### src/rtl/saf_sweep_ctrl.sv
// Single stuck-at fault sweep controller: drives a CUT and its golden model
// with every pattern under every input stuck-at fault and records detections.
module saf_sweep_ctrl #(
  parameter int unsigned N_IN           = 2,
  parameter bit          STOP_ON_DETECT = 1'b0,
  localparam int unsigned NF = 2 * N_IN,
  localparam int unsigned FW = $clog2(NF),
  localparam int unsigned CW = $clog2(NF + 1)
) (
  input  logic            clk,
  input  logic            rst_n,
  input  logic            start,
  input  logic            cut_y,
  input  logic            gold_y,
  output logic [N_IN-1:0] cut_in,
  output logic [N_IN-1:0] gold_in,
  output logic            busy,
  output logic            done,
  output logic [FW-1:0]   fault_idx,
  output logic            detect_valid,
  output logic [N_IN-1:0] detect_pattern,
  output logic [NF-1:0]   detected_mask,
  output logic [CW-1:0]   coverage_cnt
);

  localparam int unsigned PW     = N_IN + 1;
  localparam logic [PW-1:0] P_LAST = {1'b0, {N_IN{1'b1}}};
  localparam logic [FW-1:0] F_LAST = FW'(NF - 1);

  typedef enum logic [1:0] {IDLE, APPLY, CHECK, DONE} state_t;

  state_t          state_q, state_d;
  logic [FW-1:0]   f_q, f_d;
  logic [PW-1:0]   p_q, p_d;
  logic [NF-1:0]   mask_q, mask_d;
  logic [CW-1:0]   cov_q, cov_d;
  logic [N_IN-1:0] cut_q, cut_d;
  logic [N_IN-1:0] gold_q, gold_d;
  logic            mismatch;
  logic            detect;
  logic            stop;

  function automatic logic [N_IN-1:0] inject(input logic [N_IN-1:0] pat,
                                             input logic [FW-1:0]   f);
    logic [N_IN-1:0] r;
    r = pat;
    for (int unsigned i = 0; i < N_IN; i++) begin
      if (i == 32'(f >> 1)) r[i] = f[0];
    end
    return r;
  endfunction

  // 4-state compare so an unknown response is treated as a detection
  assign mismatch = (cut_y !== gold_y);

  always_comb begin
    state_d = state_q;
    f_d     = f_q;
    p_d     = p_q;
    mask_d  = mask_q;
    cov_d   = cov_q;
    cut_d   = cut_q;
    gold_d  = gold_q;
    detect  = 1'b0;
    stop    = 1'b0;
    case (state_q)
      IDLE: begin
        if (start) begin
          state_d = APPLY;
          f_d     = '0;
          p_d     = '0;
          mask_d  = '0;
          cov_d   = '0;
          gold_d  = '0;
          cut_d   = inject('0, '0);
        end
      end
      APPLY: state_d = CHECK;
      CHECK: begin
        detect = mismatch;
        if (mismatch) begin
          mask_d[f_q] = 1'b1;
          if (!mask_q[f_q]) cov_d = cov_q + CW'(1);
        end
        // includes a detection made by this very check
        stop = STOP_ON_DETECT && mask_d[f_q];
        if ((p_q < P_LAST) && !stop) begin
          p_d     = p_q + PW'(1);
          state_d = APPLY;
        end else if (f_q < F_LAST) begin
          f_d     = f_q + FW'(1);
          p_d     = '0;
          state_d = APPLY;
        end else begin
          state_d = DONE;
        end
        if (state_d == APPLY) begin
          gold_d = p_d[N_IN-1:0];
          cut_d  = inject(p_d[N_IN-1:0], f_d);
        end else begin
          gold_d = '0;
          cut_d  = '0;
        end
      end
      DONE: state_d = IDLE;
      default: state_d = IDLE;
    endcase
  end

  always_ff @(posedge clk) begin
    if (!rst_n) begin
      state_q <= IDLE;
      f_q     <= '0;
      p_q     <= '0;
      mask_q  <= '0;
      cov_q   <= '0;
      cut_q   <= '0;
      gold_q  <= '0;
    end else begin
      state_q <= state_d;
      f_q     <= f_d;
      p_q     <= p_d;
      mask_q  <= mask_d;
      cov_q   <= cov_d;
      cut_q   <= cut_d;
      gold_q  <= gold_d;
    end
  end

  assign cut_in         = cut_q;
  assign gold_in        = gold_q;
  assign busy           = (state_q == APPLY) || (state_q == CHECK);
  assign done           = (state_q == DONE);
  assign fault_idx      = f_q;
  assign detect_valid   = detect;
  assign detect_pattern = p_q[N_IN-1:0];
  assign detected_mask  = mask_q;
  assign coverage_cnt   = cov_q;

endmodule

### config.mk
export PLATFORM = sky130hd
export DESIGN_NAME = saf_sweep_ctrl
export DESIGN_NICKNAME = d
export VERILOG_FILES = /design/src/rtl/saf_sweep_ctrl.sv
export SDC_FILE = /design/constraint.sdc
export NUM_CORES = 1
export LEC_CHECK = 0
export ABC_AREA = 1
export CORE_MARGIN = 8
export CORE_UTILIZATION = 50
export CTS_CLUSTER_SIZE = 20
export DETAILED_ROUTE_END_ITERATION = 8
export PLACE_DENSITY = 0.8
export SETUP_SLACK_MARGIN = 0.5
export SYNTH_ARGS = -nofsm -noshare
export SYNTH_HDL_FRONTEND = slang
export SYNTH_SLANG_ARGS = --single-unit
export TNS_END_PERCENT = 1
### constraint.sdc
create_clock -name clk -period 3.65 [get_ports clk]
set_input_delay 0.73 -clock clk [delete_from_list [all_inputs] [get_ports clk]]
set_output_delay 0.73 -clock clk [all_outputs]
set_load 0.02 [all_outputs]
==> qor.yml <==
detailed_routing:
  drc: 0
  dr_wl_met2_um: 1014
  ant_nets: 0
  viasPerCell: 5.120
  vias: 983
  routed_wirelength_um: 2098
  top_layer: "met4"
  drtIter0Drc: 29
  avgRoutedWirePerCell_um: 10.93
  wl_met3_um: 105
  dr.pass1.iters: 4
  m1WireLength_um: 952
synth:
  syn-num-nets: 153
  synth_fa_ha_area_frac: 0.07481
  synth-edff-count: 0
  syn_avg_cell_area_um2: 7.067
  synth_compound_area_frac: 0.1459
  synthTopCellsByArea: "dfxtp_1 (36%), nand2_1 (15%), a21oi_1 (8.0%)"
  synthCells: 142
  synth_top_area_frac: 0.3591
  synth_cell_types: 24
  synthTopCellsByCount: "nand2_1 (39), dfxtp_1 (18), a21oi_1 (16), inv_1 (12), nand3_1 (12)"
  synth-simple-area-share: 0.3155
  synth-seq-cells: 18
  yosys.area_share.xor_xnor: 0.008728
  yosysSeqAreaShare: 0.3591
  synthMuxAreaShare: 0
  yosys.area.top_type: "dfxtp_1"
  synthArstFlopShare: 0
  synth_most_common_cell: "nand2_1"
  ys_warn_count: 0
  synthesis.area_um2: 1003
  synth_top_family_by_area: "simple AND/OR/NAND/NOR gates"
  ys.flop_type: "dfxtp_1"
setup_path:
  slowest_stage: "clkdlybuf4s50_1"
  crit_top_cell: "inv_1"
  cp.required_ps: 2920
  worstPathArrival_ps: 2110
  start_kind: "flip-flop"
  cp_max_fo: 9
  cp-end-kind: "output port"
  r2r_start: "state_q[0]"
  crit_buf_inv: 3
  startpoint: "state_q[0]"
  path_cells: "inv_1, ha_1, inv_1, a21oi_1, clkdlybuf4s50_1"
  critical_path_class: "reg -> out"
  worst-r2r-cell-count: 9
  critical-path-top-delay-family: "buffers and inverters"
  r2r-end: "coverage_cnt[1]"
  critical_path.max_stage_delay_ps: 630
  r2r_setup_slack_ps: 2020
  cp-endpoint: "detect_valid"
  crit_cells: 5
global_route:
  grt_pass1_vias: 855
  grt_max_degree: 11
  grt_pass1_wl_um: 3456
  grt_usage: 0.1179
  globalRouteOverflowTotal: 0
  antenna_found_initial: 0
finish:
  fillCellCount: 172
  regArea_um2: 360.3
  final_area_um2: 1271
  nets: 177
  drive_gt1_frac: 0.1273
  synthToLayoutAreaGrowth_pct: 26.68
  multiInputGateArea_um2: 546.8
  antenna_cells: 0
floorplanning:
  die_y_um: 60.80
  num_rows: 16
  io_pins: 23
  die_area_um2: 3697
  die_w_um: 60.80
  core-area_um2: 1922
  start_util: 0.5221
sta:
  finalSetupTns_ps: 0
  slew_violations: 0
  final-setup-viol-count: 0
  worst_slew_pin_slew_ps: 452.8
  fmax_mhz: 352.6
  period_share: 0.7770
  grt_setup_unrepaired: "no"
  period_needed_ps: 2836
  finalHoldViolCount: 0
  setup_slack_ps: 813.9
  skew_ps: 2.407
  slew_headroom: 0.6949
clock_tree:
  cts_hold_buf: 0
  cts_buffers: 3
  clock_path_buffers: 2
  cts_tree: "built"
  cts_setup_buffers: 0
  cts_sinks: 18
  cts-root-buf: "clkbuf_4"
  post_cts_resized: 0
  clk_pin_slew_ps: 100
  cts.htree.levels: 1
  clk_latency_ps: 290
power:
  power_leakage_nw: 0.5085
  p_total_mw: 0.5411
  peakVddDrop_mv: 0.2819
  p_per_area_nw_per_um2: 425.7
status:
  status: "complete, no violations"
place:
  hpwl_um: 1665
  place.gp.congestion: 0.7847
  place_area_um2: 1235
  port_buffers: 22
  dp_slack_ps: 850.8
run:
  drv_cap: 0
worst_hold_path:
  hp-class: "reg -> reg"
==> where the power goes <==
group	switching (mW)	total, mW	internal [mW]
registers	0.0151	0.228	0.213
logic	0.117	0.193	0.0768
clock network	0.0589	0.120	0.0607
==> through the flow <==
step           utilization  hold WS [ps]  instances
6_report            0.6615         474.7        192
3_3_place_gp        0.6426         453.3        188
4_1_cts             0.6615         473.7        192
2_1_floorplan            -         471.7        142
5_1_grt             0.6615         491.3        192
3_5_place_dp        0.6426         458.6        188
==> flip-flops by register name, indices dropped and copies added, names as in the netlist <==
name and cells:
p_q 3, coverage_cnt 3, gold_in 2, detected_mask 4, fault_idx 2, cut_in 2, state_q 2
==> cells in the final DEF (no fill, tap or decap) <==
master            n
a21oi_4           1
clkdlybuf4s50_1  22
a31oi_1           1
dfxtp_1          18
clkbuf_4          3
nor3_1            1
inv_2             5
nor2_1            8
clkbuf_8          1
nand2_2           6
a211oi_1          1
o21ai_1           2
ha_1              6
o21ai_0           2
xnor2_1           1
nand3_2           2
inv_1            12
a21oi_1          16
nand2_4           1
nand2_1          39
a21oi_2           1
clkinv_1          1
nand3_1          12
a21o_1            1
or2_1             1
inv_4             1
==> layout make-up <==
type | count | share of cell area
Clock buffer | 4 | 0.02854
Inverter | 19 | 0.05807
Multi-Input combinational cell | 102 | 0.4301
Sequential cell | 18 | 0.2835
Tap cell | 27 | 0.02657
Timing Repair Buffer | 22 | 0.1732
==> worst min-delay path: cells and delay by family (launching register included) <==
family / cells / cell delay, ps
flip-flops: 1 / 320
AO/OA/AOI/OAI: 1 / 60
AND/OR/NAND/NOR: 1 / 60
==> worst min-delay path by stage <==
stage                     from         end  slack [ps]  depth (start not counted)
CTS                 gold_in[0]  gold_in[0]         470                          2
finish               cut_in[0]   cut_in[0]         470                          2
global route         cut_in[1]   cut_in[1]         490                          2
detailed placement  gold_in[0]  gold_in[0]         460                          2
floorplan           state_q[1]  state_q[1]         470                          1
global placement    gold_in[1]  gold_in[1]         450                          2
==> metal layers <==
metal / track usage / up-vias
met3: 0.02754 / 5
met5: 0 / -
met4: 0.04319 / 0
met1: 0.1323 / 457
met2: 0.2097 / 21
li1: - / 500
==> cell families (layout without fill, tap and decap cells) <==
group                      after synthesis  count (layout)
and+or+nand+nor                         70              70
AOI/OAI and AO/OA                       25              25
buffers and inverters                   22              45
DFF                                     18              18
adders and majority gates                6               6
xor gates and xnor gates                 1               1
No activity file was read; power rests on OpenSTA's default activity.
